===== src/rtl/traffic_light_pkg.sv =====
// Shared types and constants for the two-way intersection controller.
package traffic_light_pkg;

  // Width of the per-phase cycle counter; durations up to 255 fit without wrap.
  localparam int CNT_W = 8;

  // Lamp encodings for one signal head: bit2 red, bit1 yellow, bit0 green.
  localparam logic [2:0] RED = 3'b100;
  localparam logic [2:0] YEL = 3'b010;
  localparam logic [2:0] GRN = 3'b001;

  // Phases in their fixed cyclic order; codes 6 and 7 are never used.
  typedef enum logic [2:0] {
    S_AG  = 3'd0,
    S_AY  = 3'd1,
    S_RR1 = 3'd2,
    S_BG  = 3'd3,
    S_BY  = 3'd4,
    S_RR2 = 3'd5
  } tl_state_e;

  // True for the six encodings the sequencer is allowed to occupy.
  function automatic logic is_legal_state(input tl_state_e s);
    logic legal;
    legal = 1'b0;
    case (s)
      S_AG, S_AY, S_RR1, S_BG, S_BY, S_RR2: legal = 1'b1;
      default:                              legal = 1'b0;
    endcase
    return legal;
  endfunction

endpackage


===== src/rtl/phase_timer.sv =====
// Phase timer: counts cycles spent in the current phase and flags the last one.
module phase_timer
  import traffic_light_pkg::*;
(
  input  logic             clk,
  input  logic             rst_n,
  input  logic             i_clear,
  input  logic [CNT_W-1:0] i_duration,
  output logic             o_terminal
);

  logic [CNT_W-1:0] r_count;
  logic [CNT_W-1:0] w_lastCount;

  // The final cycle of a phase is count == duration-1; a count beyond that
  // (only reachable after an upset) is also treated as final so it cannot wrap.
  assign w_lastCount = i_duration - 1'b1;
  assign o_terminal  = (r_count >= w_lastCount);

  // Count up each cycle, reloading to zero whenever the phase ends.
  always_ff @(posedge clk or negedge rst_n) begin
    if (!rst_n) begin
      r_count <= '0;
    end else if (i_clear) begin
      r_count <= '0;
    end else begin
      r_count <= r_count + 1'b1;
    end
  end

endmodule


===== src/rtl/traffic_light_control.sv =====
// Two-way intersection controller: Moore sequencer over green, yellow and
// all-red clearance phases, with per-phase durations fixed by parameters.
module traffic_light_control
  import traffic_light_pkg::*;
#(
  parameter int GREEN_TIME   = 30,
  parameter int YELLOW_TIME  = 5,
  parameter int ALL_RED_TIME = 2
)(
  input  logic       clk,
  input  logic       rst,
  output logic [2:0] light_A,
  output logic [2:0] light_B
);

  // Durations outside 1..255 cannot be represented by the phase counter.
  if (GREEN_TIME < 1 || GREEN_TIME > 255 ||
      YELLOW_TIME < 1 || YELLOW_TIME > 255 ||
      ALL_RED_TIME < 1 || ALL_RED_TIME > 255) begin : g_badDuration
    $error("traffic_light_control: every phase duration must be in 1..255");
  end

  localparam logic [CNT_W-1:0] GREEN_LEN  = CNT_W'(GREEN_TIME);
  localparam logic [CNT_W-1:0] YELLOW_LEN = CNT_W'(YELLOW_TIME);
  localparam logic [CNT_W-1:0] ALLRED_LEN = CNT_W'(ALL_RED_TIME);

  tl_state_e        r_state;
  tl_state_e        w_nextState;
  logic [CNT_W-1:0] w_phaseLen;
  logic             w_terminal;
  logic             w_illegal;
  logic             w_clear;

  assign w_illegal = !is_legal_state(r_state);

  // A phase ends on its last cycle; an unused encoding also restarts the count.
  assign w_clear = w_terminal | w_illegal;

  phase_timer u_timer (
    .clk        (clk),
    .rst_n      (rst),
    .i_clear    (w_clear),
    .i_duration (w_phaseLen),
    .o_terminal (w_terminal)
  );

  // Select how long the current phase lasts.
  always_comb begin
    w_phaseLen = GREEN_LEN;
    case (r_state)
      S_AG, S_BG:   w_phaseLen = GREEN_LEN;
      S_AY, S_BY:   w_phaseLen = YELLOW_LEN;
      S_RR1, S_RR2: w_phaseLen = ALLRED_LEN;
      default:      w_phaseLen = GREEN_LEN;
    endcase
  end

  // Hold the phase until its last cycle, then step to the next in the ring.
  always_comb begin
    w_nextState = r_state;
    case (r_state)
      S_AG:    if (w_terminal) w_nextState = S_AY;
      S_AY:    if (w_terminal) w_nextState = S_RR1;
      S_RR1:   if (w_terminal) w_nextState = S_BG;
      S_BG:    if (w_terminal) w_nextState = S_BY;
      S_BY:    if (w_terminal) w_nextState = S_RR2;
      S_RR2:   if (w_terminal) w_nextState = S_AG;
      default: w_nextState = S_AG;
    endcase
  end

  // State register; reset forces A green immediately, without a clock edge.
  always_ff @(posedge clk or negedge rst) begin
    if (!rst) begin
      r_state <= S_AG;
    end else begin
      r_state <= w_nextState;
    end
  end

  // Lamps depend on the state register alone; unknown codes show all red.
  always_comb begin
    light_A = RED;
    light_B = RED;
    case (r_state)
      S_AG:    begin light_A = GRN; light_B = RED; end
      S_AY:    begin light_A = YEL; light_B = RED; end
      S_RR1:   begin light_A = RED; light_B = RED; end
      S_BG:    begin light_A = RED; light_B = GRN; end
      S_BY:    begin light_A = RED; light_B = YEL; end
      S_RR2:   begin light_A = RED; light_B = RED; end
      default: begin light_A = RED; light_B = RED; end
    endcase
  end

endmodule


===== config.mk =====
export PLATFORM = sky130hd
export DESIGN_NAME = traffic_light_control
export DESIGN_NICKNAME = d
export VERILOG_FILES = /design/src/rtl/traffic_light_pkg.sv /design/src/rtl/phase_timer.sv /design/src/rtl/traffic_light_control.sv
export SDC_FILE = /design/constraint.sdc
export NUM_CORES = 1
export LEC_CHECK = 0
export ABC_CLOCK_PERIOD_IN_PS = 6030
export CAP_MARGIN = 40
export CELL_PAD_IN_SITES_DETAIL_PLACEMENT = 1
export CELL_PAD_IN_SITES_GLOBAL_PLACEMENT = 1
export CORE_MARGIN = 1.5
export CORE_UTILIZATION = 47
export CTS_BUF_LIST = sky130_fd_sc_hd__clkbuf_8
export DETAILED_ROUTE_END_ITERATION = 10
export GPL_TIMING_DRIVEN = 1
export PLACE_DENSITY_LB_ADDON = 0.05
export SLEW_MARGIN = 20
export SYNTH_ARGS = -nofsm -noshare
export SYNTH_HDL_FRONTEND = slang
export SYNTH_SLANG_ARGS = --single-unit

===== constraint.sdc =====
create_clock -name clk -period 6.03 [get_ports clk]
set_input_delay 0.603 -clock clk [delete_from_list [all_inputs] [get_ports clk]]
set_output_delay 0.603 -clock clk [all_outputs]
set_load 0.05 [all_outputs]

==> results of run 1 <==
-- layout by cell type, fill, tap and decap left out, types with 2 or more instances in the layout --
cell,instances
dfrtp_1,11
clkdlybuf4s50_1,7
and3_1,2
xor2_1,2
inv_1,5
xnor2_1,3
nor3b_1,2
clkbuf_8,3
conb_1,3
nor2_1,12
a2111o_1,2
nand3_1,5
ha_1,7
o21ai_0,2
nor3_1,2
-- sequential cells by signal (all words and copies together), names as in the netlist --
| register | cells |
|---|---|
| r_state | 3 |
| u_timer.r_count | 8 |
-- final cells by class --
class	instances	area, um2	area share [%]
well taps	16	20.0	2.29
clock inverters	1	3.75	0.429
clock buffers	3	41.3	4.72
multi-input cells	60	449	51.4
flip-flops and latches	11	275	31.5
repair buffers	7	70.1	8.01
inverters	4	15.0	1.72
-- power groups by stage --
stage / registers [mW] / logic (mW) / clock network, mW
2_1_floorplan: 0.0972 / 0.214 / 0
3_3_place_gp: 0.119 / 0.249 / 0
3_5_place_dp: 0.122 / 0.256 / 0
4_1_cts: 0.122 / 0.262 / 0.0727
5_1_grt: 0.126 / 0.282 / 0.0767
6_report: 0.123 / 0.259 / 0.0723
-- routing by layer --
| layer | part of all wire, % | wire [um] | global-route usage [%] |
|---|---|---|---|
| met5 | 0 | 0 | 0 |
| met3 | 3.0 | 55 | 3.83 |
| met4 | 0 | 0 | 7.27 |
| met2 | 48 | 861 | 34.5 |
| met1 | 49 | 891 | 34.1 |
-- path summary, 6_finish.rpt --
path                               startpoint                 end  slack, ns  depth (start not counted)
setup / recovery                   r_state[2]          light_B[1]       3.17                          2
hold / removal             u_timer.r_count[0]  u_timer.r_count[0]       0.52                          1
min in group asynchronous                 rst  u_timer.r_count[2]       0.71                          1
setup reg to reg                   r_state[2]  u_timer.r_count[4]       3.21                          7
hold reg to reg            u_timer.r_count[0]  u_timer.r_count[0]       0.52                          1
max in group asynchronous                 rst  u_timer.r_count[5]       4.98                          1
-- cells by family after synthesis --
family / after synthesis / share of synthesized area (%)
AND/OR/NAND/NOR: 31 / 22.5
other: 2 / 1.00
adder cells (fa/ha/maj): 7 / 11.7
flip-flops: 11 / 36.7
XOR/XNOR: 5 / 5.83
buffers and inverters: 8 / 4.00
AO/OA/AOI/OAI: 14 / 18.3
-- worst register-to-register path, stage by stage (launching register included) --
cell,delay (ns)
dfrtp_1,0.52
nor3b_1,0.57
nor2_1,0.12
ha_1,0.29
nand2b_4,0.13
a2111o_1,0.52
a221o_2,0.45
nor2_1,0.14
-- stage by stage --
stage | worst slack (ns) | hold slack, ns
after global placement | 3.43 | 0.478
after floorplan | 2.51 | 0.307
after CTS | 3.20 | 0.518
after global routing | 3.06 | 0.533
after detailed placement | 3.34 | 0.513
final | 3.17 | 0.518
==> results.toml, run 1 <==
[clocking]
clock-root-buffer = "clkbuf_8"
quantity_of_gates_resized_following_cts = 0
hold_buffers = 0
postCtsSetupRepairBufs = 0
cts.reportedPaths.clkPinSlew_ns = 0.05
clock-sinks = 11
tritoncts = "yes"
clock_path_buffers = 2
htree_num_levels = 1
numCtsBuffers = 3
worstSkewPairLatency_ns = 0.23

[finish]
flow.area_growth_from_synthesis_pct = 16.5
fin_area_um2 = 875
finish.cell_count_without_fillers = 102
num_antenna_cells = 0
final.fill_count = 181
final_core_util_pct = 58.1
drive_gt1_share_pct = 10.5
nNetsFinal = 96

[yosys]
post_synth_instance_area_um2 = 751
synthesis.yosys.warnings = 0
async_reset_ff_share_pct = 100
synth-seq-area-share_pct = 36.7
ys.flop_type = "dfrtp_1"
post_synth_num_cell_types = 32
synthDominantCellAreaShare_pct = 36.7
synth_top_cells_by_count = "12 x nor2_1, 11 x dfrtp_1, 7 x ha_1"
syn-instance-count = 78
synthesis.area_per_instance_um2 = 9.62
yosys-top-cells-area = "dfrtp_1 37%, ha_1 12%, nor2_1 6.0%"
netlist.top_cell.by_area = "dfrtp_1"
synth_enable_flop_cells = 0
most_repeated_cell_in_the_gate_level_netlist_after_synthesis = "nor2_1"
synth_seq_cells = 11

[setup_path]
setup.worst_path.start_class = "flip-flop"
worst-setup-path-type = "reg -> out"
critPathBufInv = 1
critPathRequiredTime_ns = 5.43
worst_path_max_delay_cell = "clkdlybuf4s50_1"
critPathMaxStageDelay_ns = 0.92
timing.critical_path.fanout_max = 10
end_kind = "output pin"
cp_top_family = "buffers and inverters"
worstPathCellList = "nor3b_1, clkdlybuf4s50_1"
crit_arrival_ns = 2.25

[sta]
worst_pin_slew_ns = 0.619
tmin_final_ns = 2.86
hold_violations = 0
timing_max_transition_violations_final = 0
setup_viol = 0
f_max_mhz = 350
fin_skew_ns = 0.00182
setup_total_negative_slack_ns = 0
post_route_fraction_of_the_period_consumed_by_the_critical_path_pct = 47.4
rsz0062_at_grt = "no"
timing.max_slew.rel_slack_pct = 58.7

[status]
status = "completed"

[die]
floorplan.io_pins = 8
design.die.area_um2 = 1850
placementRows = 14
chipHeight_um = 43.0
design.core.area_um2 = 1510
floorplan.initialDensity_pct = 49.8
die_wd_um = 43.0

[placement]
gp_congestion = 0.787
place.detailed.hpwl_um = 1230
post_dp_cell_area_um2 = 830
port_buffers = 7
dp.cells = 98

[global_route]
gr-total-overflow = 0
antenna_violations_before_repair = 0
grt_pass1_wl_um = 3140
globalRouteTotalUtil_pct = 23.1
grt_max_degree = 13
first_global_vias = 648

[routing]
wirelength_um = 1810
drc = 0
drt_iter0_drc = 12
number_of_nets_with_antenna_violations_after_detailed_routing = 0
route.detailed.wl_per_inst_um = 17.7
first_pass_iteration_count_of_the_detailed_router = 4
vias_per_cell = 5.89
dr_total_vias = 601

[hold_path]
worstHoldPathType = "reg -> reg"

[power_and_ir_drop]
cellPowerDensity_nw_per_um2 = 520
sequential_share_of_power_pct = 27.1
net_load_switching_power_mw = 0.218
comb_power_share_pct = 57.0
switching_fraction_of_total_power_pct = 48.0
power.share.clock_pct = 15.9
power_leakage_nw = 0.399
finalPower_mw = 0.455
ir_drop_mv = 0.272
internal_power_mw = 0.237

[job]
maxCapViolCount = 0
No activity file was read; power rests on OpenSTA's default activity.
==> run 2: changes to the inputs <==
- ABC_CLOCK_PERIOD_IN_PS: 6030 -> 2600
- CORE_UTILIZATION: 47 -> 40
- clock period: 6.03 -> 2.6 ns (I/O delays scaled with it)
==> run 2 against run 1 <==
Effect of this change: largest cell class unchanged; final cell count increased by 12%; sequential power rose by 110%; first-iteration DRC count grew 67%; sequential share of layout area decreased by 2.2 points; critical path depth grew 6; wire length is 9.6% lower; setup slack got worse by 3.0 ns; clock skew grew 0.0047 ns; via count increased by 2.3%; clock-buffer cell count did not move; non-clock buffer count increased by 3.
==> results.toml, run 2 (synthesis results as in run 1) <==
[die]
chipHeight_um = 46.3
placementRows = 15
floorplan.initialDensity_pct = 43.0
design.die.area_um2 = 2150
design.core.area_um2 = 1750
floorplan.io_pins = 8
die_wd_um = 46.3

[routing]
route.detailed.wl_per_inst_um = 14.3
first_pass_iteration_count_of_the_detailed_router = 4
dr_total_vias = 615
drt_iter0_drc = 20
drc = 0
number_of_nets_with_antenna_violations_after_detailed_routing = 0
wirelength_um = 1640
vias_per_cell = 5.39

[setup_path]
critPathBufInv = 0
setup.worst_path.start_class = "flip-flop"
timing.critical_path.fanout_max = 7
worst_path_max_delay_cell = "a2111oi_4"
worstPathCellList = "or2_4, nor2_4, nor2_1, ha_1, o21ai_0, a2111oi_4, a221o_2, nor2_1"
critPathRequiredTime_ns = 2.72
crit_arrival_ns = 2.53
critPathMaxStageDelay_ns = 0.55
worst-setup-path-type = "reg -> reg"
cp_top_family = "compound AO/OA/AOI/OAI gates"
end_kind = "flip-flop"
path_common_cell = "nor2_1"

[sta]
tmin_final_ns = 2.41
timing.max_slew.rel_slack_pct = 65.0
worst_pin_slew_ns = 0.524
post_route_fraction_of_the_period_consumed_by_the_critical_path_pct = 92.7
timing_max_transition_violations_final = 0
hold_violations = 0
rsz0062_at_grt = "no"
setup_total_negative_slack_ns = 0
f_max_mhz = 415
fin_skew_ns = 0.00657
fin_worst_hold_slack_ns = 0.368
setup_viol = 0

[finish]
largest_register_ff_count = 8
drive_gt1_share_pct = 16.9
final_core_util_pct = 53.9
flow.area_growth_from_synthesis_pct = 25.3
nNetsFinal = 99
fin_area_um2 = 941
largest-register = "u_timer.r_count"
final.fill_count = 203
mostFrequentLayoutCells = "11 x nor2_1, 11 x dfrtp_1, 7 x ha_1, 7 x clkdlybuf4s50_1"
reg_top3 = "u_timer.r_count x8, r_state x3"
num_antenna_cells = 0

[power_and_ir_drop]
ir_drop_mv = 0.503
cellPowerDensity_nw_per_um2 = 1200
sequential_share_of_power_pct = 23.0
finalPower_mw = 1.13
switching_fraction_of_total_power_pct = 46.8
internal_power_mw = 0.599
net_load_switching_power_mw = 0.526
power_leakage_nw = 0.423
comb_power_share_pct = 62.2
power.share.clock_pct = 14.8

[global_route]
grt_pass1_wl_um = 2860
first_global_vias = 609
gr-total-overflow = 0
grt_max_degree = 12
globalRouteTotalUtil_pct = 19.6
antenna_violations_before_repair = 0

[clocking]
hold_buffers = 0
postCtsSetupRepairBufs = 0
clock-root-buffer = "clkbuf_8"
clock_path_buffers = 2
htree_num_levels = 1
clock-sinks = 11
numCtsBuffers = 3
worstSkewPairLatency_ns = 0.24
cts.reportedPaths.clkPinSlew_ns = 0.05
quantity_of_gates_resized_following_cts = 0
tritoncts = "yes"

[placement]
gp_congestion = 0.788
port_buffers = 7
post_dp_cell_area_um2 = 896
place.detailed.hpwl_um = 1250

[status]
status = "completed"

[hold_path]
worstHoldPathType = "in -> async"

[job]
maxCapViolCount = 0
run 2: final timing paths:
path	startpoint	endpoint	slack, ns	cells past startpoint
worst max-delay path	r_state[1]	u_timer.r_count[4]	0.19	8
worst min-delay path	rst	u_timer.r_count[0]	0.37	1
worst max register to register	r_state[1]	u_timer.r_count[4]	0.19	8
worst min register to register	u_timer.r_count[0]	u_timer.r_count[0]	0.51	1
max in group asynchronous	rst	r_state[2]	1.88	1
min in group clk	u_timer.r_count[0]	u_timer.r_count[0]	0.51	1
run 2: layer usage:
layer	up-vias	part of all wire (%)	GRT usage [%]
met2	7	43	26.7
met5	-	0	0
met4	0	1.2	6.86
met3	2	2.9	7.06
met1	306	52	28.1
li1	300	-	-
run 2: per-stage QoR:
| step | std cells | worst slack (ns) |
|---|---|---|
| 6_report | 114 | 0.191 |
| 3_3_place_gp | 110 | 0.235 |
| 4_1_cts | 114 | 0.172 |
| 5_1_grt | 114 | 0.0128 |
| 3_5_place_dp | 110 | 0.185 |
| 2_1_floorplan | 79 | -0.00953 |
run 2: area by class of cell:
class	instances	area, um2	share of cell area (%)
Clock inverter	1	3.75	0.399
Multi-Input combinational cell	60	482	51.2
Sequential cell	11	275	29.3
Tap cell	25	31.3	3.32
Inverter	4	15.0	1.60
Timing Repair Buffer	10	92.6	9.84
Clock buffer	3	41.3	4.39
run 2: power groups by stage:
stage	Sequential, mW	Clock [mW]	Combinational (mW)
5_1_grt	0.265	0.185	0.767
2_1_floorplan	0.230	0	0.584
4_1_cts	0.259	0.175	0.707
3_5_place_dp	0.261	0	0.706
3_3_place_gp	0.259	0	0.699
6_report	0.258	0.167	0.700
run 2: worst register-to-register path: stages, from the launching register on:
cell,delay (ns)
dfrtp_1,0.46
or2_4,0.30
nor2_4,0.12
nor2_1,0.06
ha_1,0.26
o21ai_0,0.13
a2111oi_4,0.55
a221o_2,0.34
nor2_1,0.07
==> run 3: changes to the inputs <==
- CAP_MARGIN: 40 -> 20
==> results of run 3 <==
Same layout as run 2: the final DEF is identical, and so are final timing and power.
